**src/rtl/ex_muldiv.sv**
```systemverilog
// Iterative RV32M execute unit: shift-add multiply and restoring divide, one bit per cycle.
// Divide-by-zero and signed overflow finish at accept and skip the iteration phase.
module ex_muldiv #(
  parameter int XLEN  = 32,
  parameter int CNT_W = $clog2(XLEN) + 1
) (
  input  logic            clk,
  input  logic            rst_n,
  input  logic            start_i,
  input  logic [2:0]      func3_i,
  input  logic [XLEN-1:0] op1_i,
  input  logic [XLEN-1:0] op2_i,
  input  logic [4:0]      rd_addr_i,
  input  logic            kill_i,
  output logic            busy_o,
  output logic            hold_flag_o,
  output logic [4:0]      rd_addr_o,
  output logic [XLEN-1:0] rd_data_o,
  output logic            rd_wr_en_o,
  output logic [1:0]      dbg_state_o
);

  // Handshake: start_i is a single-cycle request, taken only in IDLE with kill_i low;
  // hold_flag_o stalls the pipeline from that request cycle until the result cycle;
  // rd_wr_en_o is a one-cycle write-back strobe with no back-pressure.

  localparam logic [2:0] F_MUL    = 3'b000;
  localparam logic [2:0] F_MULH   = 3'b001;
  localparam logic [2:0] F_MULHSU = 3'b010;
  localparam logic [2:0] F_MULHU  = 3'b011;
  localparam logic [2:0] F_DIV    = 3'b100;
  localparam logic [2:0] F_DIVU   = 3'b101;
  localparam logic [2:0] F_REM    = 3'b110;
  localparam logic [2:0] F_REMU   = 3'b111;

  localparam logic [XLEN-1:0] MIN_INT = {1'b1, {(XLEN-1){1'b0}}};

  typedef enum logic [1:0] {
    S_IDLE = 2'd0,
    S_CALC = 2'd1,
    S_DONE = 2'd2
  } state_t;

  state_t r_state;
  state_t w_state_nxt;

  logic [2:0]        r_func3;
  logic [4:0]        r_rd_addr;
  logic [4:0]        r_rd_addr_out;
  logic [XLEN-1:0]   r_rd_data;
  logic              r_neg1;
  logic              r_neg2;
  logic [XLEN-1:0]   r_a;
  logic [XLEN-1:0]   r_b;
  logic [2*XLEN-1:0] r_acc;
  logic [XLEN:0]     r_rem;
  logic [CNT_W-1:0]  r_cnt;

  logic              w_accept;
  logic              w_op1_signed;
  logic              w_op2_signed;
  logic              w_neg1;
  logic              w_neg2;
  logic [XLEN-1:0]   w_abs1;
  logic [XLEN-1:0]   w_abs2;
  logic              w_div_zero;
  logic              w_ovf;
  logic              w_special;
  logic [XLEN-1:0]   w_special_res;

  logic [XLEN:0]     w_mul_sum;
  logic [2*XLEN-1:0] w_mul_nxt;
  logic [2*XLEN-1:0] w_prod_neg;
  logic [XLEN+1:0]   w_div_shift;
  logic [XLEN+1:0]   w_div_diff;
  logic              w_div_ge;
  logic [XLEN:0]     w_rem_nxt;
  logic [XLEN-1:0]   w_quo_nxt;
  logic [XLEN-1:0]   w_fix;
  logic              w_last;

  // ---------------- operand preparation ----------------
  always_comb begin
    w_op1_signed = 1'b0;
    w_op2_signed = 1'b0;
    case (func3_i)
      F_MUL, F_MULH, F_DIV, F_REM: begin
        w_op1_signed = 1'b1;
        w_op2_signed = 1'b1;
      end
      F_MULHSU: w_op1_signed = 1'b1;
      default: begin
        w_op1_signed = 1'b0;
        w_op2_signed = 1'b0;
      end
    endcase
  end

  assign w_accept   = start_i && !kill_i;
  assign w_neg1     = w_op1_signed && op1_i[XLEN-1];
  assign w_neg2     = w_op2_signed && op2_i[XLEN-1];
  assign w_abs1     = w_neg1 ? (~op1_i + 1'b1) : op1_i;
  assign w_abs2     = w_neg2 ? (~op2_i + 1'b1) : op2_i;
  assign w_div_zero = func3_i[2] && (op2_i == '0);
  assign w_ovf      = ((func3_i == F_DIV) || (func3_i == F_REM)) &&
                      (op1_i == MIN_INT) && (op2_i == '1);
  assign w_special  = w_div_zero || w_ovf;

  // func3[1] separates REM/REMU from DIV/DIVU
  always_comb begin
    w_special_res = '0;
    if (w_div_zero) begin
      w_special_res = func3_i[1] ? op1_i : '1;
    end else if (w_ovf) begin
      w_special_res = func3_i[1] ? '0 : MIN_INT;
    end
  end

  // ---------------- one iteration step ----------------
  // Multiply keeps the multiplier in the low half of r_acc and shifts it out LSB first.
  assign w_mul_sum  = {1'b0, r_acc[2*XLEN-1:XLEN]} + (r_acc[0] ? {1'b0, r_a} : '0);
  assign w_mul_nxt  = {w_mul_sum, r_acc[XLEN-1:1]};
  assign w_prod_neg = ~w_mul_nxt + 1'b1;

  // Divide shifts the dividend out of r_acc's low half, shifting quotient bits in.
  assign w_div_shift = {r_rem, r_acc[XLEN-1]};
  assign w_div_diff  = w_div_shift - {2'b00, r_b};
  assign w_div_ge    = !w_div_diff[XLEN+1];
  assign w_rem_nxt   = w_div_ge ? w_div_diff[XLEN:0] : w_div_shift[XLEN:0];
  assign w_quo_nxt   = {r_acc[XLEN-2:0], w_div_ge};

  assign w_last = (r_cnt == CNT_W'(1));

  // Sign fixup taken from the values the final iteration is about to produce
  always_comb begin
    w_fix = '0;
    case (r_func3)
      F_MUL:    w_fix = (r_neg1 ^ r_neg2) ? w_prod_neg[XLEN-1:0] : w_mul_nxt[XLEN-1:0];
      F_MULH:   w_fix = (r_neg1 ^ r_neg2) ? w_prod_neg[2*XLEN-1:XLEN]
                                          : w_mul_nxt[2*XLEN-1:XLEN];
      F_MULHSU: w_fix = r_neg1 ? w_prod_neg[2*XLEN-1:XLEN] : w_mul_nxt[2*XLEN-1:XLEN];
      F_MULHU:  w_fix = w_mul_nxt[2*XLEN-1:XLEN];
      F_DIV:    w_fix = (r_neg1 ^ r_neg2) ? (~w_quo_nxt + 1'b1) : w_quo_nxt;
      F_DIVU:   w_fix = w_quo_nxt;
      F_REM:    w_fix = r_neg1 ? (~w_rem_nxt[XLEN-1:0] + 1'b1) : w_rem_nxt[XLEN-1:0];
      F_REMU:   w_fix = w_rem_nxt[XLEN-1:0];
    endcase
  end

  // ---------------- FSM ----------------
  always_ff @(posedge clk or negedge rst_n) begin
    if (!rst_n) begin
      r_state <= S_IDLE;
    end else begin
      r_state <= w_state_nxt;
    end
  end

  always_comb begin
    w_state_nxt = r_state;
    case (r_state)
      S_IDLE: begin
        if (w_accept) begin
          w_state_nxt = w_special ? S_DONE : S_CALC;
        end
      end
      S_CALC: begin
        if (kill_i) begin
          w_state_nxt = S_IDLE;
        end else if (w_last) begin
          w_state_nxt = S_DONE;
        end
      end
      S_DONE:  w_state_nxt = S_IDLE;
      default: w_state_nxt = S_IDLE;
    endcase
  end

  // ---------------- datapath ----------------
  always_ff @(posedge clk or negedge rst_n) begin
    if (!rst_n) begin
      r_func3       <= '0;
      r_rd_addr     <= '0;
      r_rd_addr_out <= '0;
      r_rd_data     <= '0;
      r_neg1        <= 1'b0;
      r_neg2        <= 1'b0;
      r_a           <= '0;
      r_b           <= '0;
      r_acc         <= '0;
      r_rem         <= '0;
      r_cnt         <= '0;
    end else begin
      case (r_state)
        S_IDLE: begin
          if (w_accept) begin
            r_func3   <= func3_i;
            r_rd_addr <= rd_addr_i;
            r_neg1    <= w_neg1;
            r_neg2    <= w_neg2;
            r_a       <= w_abs1;
            r_b       <= w_abs2;
            r_acc     <= func3_i[2] ? {{XLEN{1'b0}}, w_abs1} : {{XLEN{1'b0}}, w_abs2};
            r_rem     <= '0;
            if (w_special) begin
              r_rd_data     <= w_special_res;
              r_rd_addr_out <= rd_addr_i;
              r_cnt         <= '0;
            end else begin
              r_cnt <= CNT_W'(XLEN);
            end
          end
        end
        S_CALC: begin
          if (kill_i) begin
            r_cnt <= '0;
          end else begin
            r_cnt <= r_cnt - CNT_W'(1);
            if (r_func3[2]) begin
              r_acc <= {r_acc[2*XLEN-1:XLEN], w_quo_nxt};
              r_rem <= w_rem_nxt;
            end else begin
              r_acc <= w_mul_nxt;
            end
            if (w_last) begin
              r_rd_data     <= w_fix;
              r_rd_addr_out <= r_rd_addr;
            end
          end
        end
        default: ;
      endcase
    end
  end

  // ---------------- outputs ----------------
  assign busy_o      = (r_state != S_IDLE);
  assign hold_flag_o = rst_n && (((r_state == S_IDLE) && w_accept) || (r_state == S_CALC));
  assign rd_wr_en_o  = (r_state == S_DONE) && !kill_i && (r_rd_addr_out != 5'd0);
  assign rd_addr_o   = r_rd_addr_out;
  assign rd_data_o   = r_rd_data;
  assign dbg_state_o = r_state;

endmodule

```
**config.mk**
```make
export PLATFORM = sky130hd
export DESIGN_NAME = ex_muldiv
export DESIGN_NICKNAME = d
export VERILOG_FILES = /design/src/rtl/ex_muldiv.sv
export SDC_FILE = /design/constraint.sdc
export NUM_CORES = 1
export LEC_CHECK = 0
export CELL_PAD_IN_SITES_DETAIL_PLACEMENT = 1
export CELL_PAD_IN_SITES_GLOBAL_PLACEMENT = 2
export CORE_ASPECT_RATIO = 1.2
export CORE_MARGIN = 3
export CORE_UTILIZATION = 39
export DETAILED_ROUTE_END_ITERATION = 7
export GPL_TIMING_DRIVEN = 0
export PLACE_DENSITY = 0.95
export SLEW_MARGIN = 20
export SYNTH_ARGS = -nofsm -noshare
export SYNTH_HDL_FRONTEND = slang
export SYNTH_SLANG_ARGS = --single-unit
export TNS_END_PERCENT = 5
```
**constraint.sdc**
```tcl
create_clock -name clk -period 11.9 [get_ports clk]
set_input_delay 2.38 -clock clk [delete_from_list [all_inputs] [get_ports clk]]
set_output_delay 2.38 -clock clk [all_outputs]
set_load 0.05 [all_outputs]
```
After elaboration in Yosys (flattened, before gate mapping)
Index checks and enable logic that the tools add are counted.
Widths: inputs -> output; s select.

word-level totals
  register bits after elaboration = 216
  logic and storage cells = 125
  input port bits = 76
  output and inout bits = 42

cells by class
  add/sub/neg operators = 8
  equal/unequal tests = 23
  bitwise operators = 6
  multiplexer cells = 44
  reductions and logical operators = 31

operator list
  kind                   number
  $mux 32                17
  $pmux 32 s8            1
  $mux 64                3
  $mux 33                4
  $add 32x1->32 const B  4
  $not 32->32            4
  $pmux 64 s2            1
  $pmux 33 s2            1
  $add 64x1->64 const B  1
  $eq 32x32->1 const B   2
  $not 64->64            1
  $pmux 32 s2            1
  $sub 34x32->34         1
  $add 32x32->33         1
  $logic_not 32->1       1
  $mux 5                 4
  $eq 3x3->1 const B     6
  $mux 6                 3
  $ne 2x2->1 const B     6
  $pmux 6 s2             1
  $logic_and 1x1->1      10
  $pmux 5 s2             1
  $eq 3x2->1 const B     3
  $mux 2                 4
  21 further kinds       31

Longest topological paths before layout
  depth in word-level cells = 9
  gate-level depth with buffers = 24
  gate-level depth less buffers = 19

Worst setup path after synthesis
No wires, ideal clock.

  path kind = input -> output
  start = input port kill_i
  end = output port rd_wr_en_o
  setup slack = 5505 ps
  stages on the path = 1
  buffers on the path = 0
  required time = 9520 ps
  arrival time = 4015 ps
  cell sequence = nor4b_1

on the way
  longest elaborated chain between the ends = 3

RTL lines
  what                            RTL line  source
  from (decl)                     14        input logic kill_i,
  $logic_not 1->1                 239       assign rd_wr_en_o = (r_state == S_DONE) && !kill_i && (r_rd_addr_out != 5'd0);
  $logic_and 1x1->1 (2 in a row)  239
  to (decl)                       19        output logic rd_wr_en_o,

No other way between the ends.

Worst setup path after layout
  start = input port op2_i[10]
  end = register r_rd_data[16] (netlist: rd_data_o[16])

on the way
  longest elaborated chain between the ends = 7
  elaborated cells between the ends (all ways) = 12
  classes of those cells = eq/ne (2); mux (5); reduce/logical (5)

RTL lines
  what                  RTL line  source
  from (decl)           12        input logic [XLEN-1:0] op2_i,
  $eq 32x32->1          106       (op1_i == MIN_INT) && (op2_i == '1);
  $logic_and 1x1->1     106
  $mux 32               114       end else if (w_ovf) begin
  $mux 32               112       if (w_div_zero) begin
  $mux 32               205       if (w_special) begin
  $mux 32               196       if (w_accept) begin
  $pmux 32 s2           194       case (r_state)
  to (signal assigned)  206       r_rd_data <= w_special_res;
  to (signal assigned)  226       r_rd_data <= w_fix;
  to (decl)             50        logic [XLEN-1:0] r_rd_data;

Parallel ways exist; a longest one is shown, timed or not. The select of a mux whose other input is x is not followed.
A chain may end at the register's enable or synchronous reset.

==> flow_summary_export.csv <==
group,metric,value,unit
floorplanning,die_h,255,um
cells_and_area,final_cell_mix,"329 x nand2_1, 310 x o21ai_0, 234 x nor2_1, 228 x a21oi_1, 216 x dfrtp_1",
clock_network,post_cts_resized,0,
global_route,antenna_found_initial,4,
placed_design,placed_cell_area,22100,um2
timing,maxSlewHeadroom,0.184,
pwr,pwr-share-seq,0.237,
placed_design,dpl.hpwl,83300,um
detailed_routing,via_per_inst,6.48,
detailed_routing,postRouteAntennaNets,0,
worst_setup_path,rrSetupSlack,4.68,ns
timing,setup_tns,0,ns
synth,synth_warnings,0,
timing,setup_viol,0,
pwr,p_sw,0.00237,W
detailed_routing,wirelength,103000,um
clock_network,post_cts_buffers,0,
pwr,clockPowerShare,0.187,
clock_network,cts_hold_buf,0,
global_route,grt.overflow.total,0,
cells_and_area,syn2layout_area_growth,14.7,%
synth,async_flop_share,1.00,
cells_and_area,finalNonFillerCells,3481,
timing,max_freq,129,MHz
synth,synth_area_leaders,"dfrtp_1 27%, o21ai_0 7.7%, nand2_1 6.2%",
pwr,p_int,0.00225,W
cells_and_area,design_area,23000,um2
synth,syn_area,20100,um2
synth,syn_nets,2820,
synth,synth_largest_area_cell,"dfrtp_1",
synth,avgSynthCellArea,7.52,um2
clock_network,clkTransAtPathRegs,0.06,ns
clock_network,cts_max_path_buffers,3,
placed_design,placed_cells,3432,
clock_network,cts-root-buf,"clkbuf_16",
detailed_routing,wl_per_cell,29.6,um
floorplanning,rows,90,
global_route,track_usage,0.372,
synth,synth_cell_types,90,
min_path,hp-class,"flip-flop to flip-flop",
cells_and_area,final_common_cell,"nand2_1",
timing,period_needed,7.74,ns
worst_setup_path,worstPathRequired,12.29,ns
detailed_routing,vias,22572,
synth,synth_cells,2670,
pwr,p_comb_frac,0.576,
floorplanning,initial_utilization,0.397,
cells_and_area,multi_input_area,13700,um2
floorplanning,die_x,213,um
timing,skew,0.0162,ns
clock_network,clock_latency,0.57,ns
pwr,vdd_ir_drop_max,0.132,mV
global_route,first_global_vias,22937,
cells_and_area,num-fill-cells,6305,
timing,maxSlewViolCount,0,
pwr,leakagePower,9.18,nW
synth,synth_flop_cell,"dfrtp_1",
clock_network,htreeDepth,1,
detailed_routing,route.detailed.drc,0,
timing,finalCritPeriodShare,0.650,
placed_design,gp_congestion,1.03,
worst_setup_path,setup.worst_path.end_class,"flip-flop",
cells_and_area,seqCellArea,5410,um2
flow_run,max-cap-violations,0,
clock_network,clock_sinks,216,
worst_setup_path,path_class,"input port to flip-flop",
placed_design,io_buffers,116,
synth,synth_top_area_frac,0.269,
run_status,status,"complete, no violations",
synth,synth-seq-cells,216,
global_route,grt_max_degree,77,
timing,worst_slew_pin_slew,1.21,ns
worst_setup_path,cp.arrival,8.13,ns
timing,rsz0062_at_grt,"no",
timing,hold_viol_final,0,
pwr,netSwitchingFraction,0.513,
worst_setup_path,start_kind,"input port",
pwr,power_density,201,nW/um2
floorplanning,dieArea,54200,um2
cells_and_area,nNetsFinal,2967,
worst_setup_path,crit_fanout,10,
synth,ys_seq_area_frac,0.269,
floorplanning,core_area,50600,um2
clock_network,cts_buffers,26,
floorplanning,io_pins,118,
detailed_routing,dr.pass1.iters,8,
clock_network,cts_tree,"built",
global_route,grt_pass1_wl,151000,um
cells_and_area,drive_above_1_share,0.0331,
synth,synth_edf_count,0,
detailed_routing,drt_iter0_markers,1840,
cell usage after synthesis, drive strengths merged (19+ instances only):
cell,number
mux2i,86
nor2,234
xor2,86
nand4,39
inv,63
o21ai,314
a221oi,23
ha,72
o211ai,20
a21oi,229
xnor2,99
or3,27
o31ai,32
clkbuf,169
a31oi,42
o21a,22
nor4,31
nor3,59
nand2,330
and2,54
dfrtp,216
a211oi,23
nand3,32
a22o,19
nand2b,33
buf,20
and3,21
a21o,29
worst max-delay path: stages:
cell             delay, ns
clkdlybuf4s50_1       0.52
or4_1                 0.62
nor4_1                0.60
nand4_1               0.35
or2_2                 0.40
o41ai_1               0.20
o211ai_1              0.41
buf_2                 0.32
inv_1                 0.16
clkbuf_1              0.65
clkbuf_1              0.83
clkbuf_1              0.47
a41oi_1               0.19
through the flow:
stage	total power [W]	hold WS (ns)	setup WS [ns]	utilization
floorplan	0.00269	0.442	5.50	-
global placement	0.00359	0.457	-2.08	0.436
detailed placement	0.00366	0.468	3.57	0.437
CTS	0.00454	0.482	4.14	0.455
global route	0.00482	0.504	4.01	0.455
finish	0.00462	0.481	4.16	0.455
final cells by class:
cell class / count / share of cell area
inverter: 63 / 0.0103
sequential: 216 / 0.235
clock inverter: 10 / 0.00484
buffer: 189 / 0.0318
tap: 644 / 0.0350
antenna: 1 / 0.000109
timing repair buffer: 119 / 0.0532
clock buffer: 37 / 0.0344
multi-input combinational: 2202 / 0.596
sequential cells by signal, summed over array words and instances (netlist names):
register and flops:
dbg_state_o 2, r_a 32, r_acc 64, r_b 32
r_cnt 6, r_func3 3, r_neg1 1, r_neg2 1
r_rd_addr 5, r_rem 33, rd_addr_o 5, rd_data_o 32
cells by family after synthesis:
family                   share of synthesized area
AND/OR/NAND/NOR                              0.228
AO/OA/AOI/OAI                                0.279
buffers and inverters                       0.0483
flip-flops                                   0.269
XOR/XNOR                                    0.0807
multiplexers                                0.0474
adder cells (fa/ha/maj)                     0.0469
per-layer routing:
layer	global-route usage	part of all wire	vias to the layer above	wire length, um
met5	0	0.00033	-	34
met4	0.222	0.072	6	7390
met3	0.0502	0.066	256	6840
met2	0.584	0.44	1004	45500
met1	0.487	0.42	11254	43300
li1	-	-	10052	-
final timing paths:
path / end / start / depth (start not counted)
max in group asynchronous: r_cnt[1] / rst_n / 3
worst min-delay path: r_b[6] / r_b[6] / 2
worst min register to register: r_b[6] / r_b[6] / 2
min in group asynchronous: r_acc[38] / rst_n / 1
worst max-delay path: rd_data_o[16] / op2_i[10] / 13
worst max register to register: rd_data_o[20] / r_rem[13] / 20
power groups by stage:
| stage | registers (W) | clock network, W | logic [W] |
|---|---|---|---|
| after global placement | 0.00109 | 0 | 0.00250 |
| after CTS | 0.00109 | 0.000862 | 0.00258 |
| after floorplan | 0.00122 | 0 | 0.00146 |
| after global routing | 0.00111 | 0.000891 | 0.00282 |
| final | 0.00110 | 0.000865 | 0.00266 |
| after detailed placement | 0.00110 | 0 | 0.00256 |
No activity file was read; power rests on OpenSTA's default activity.
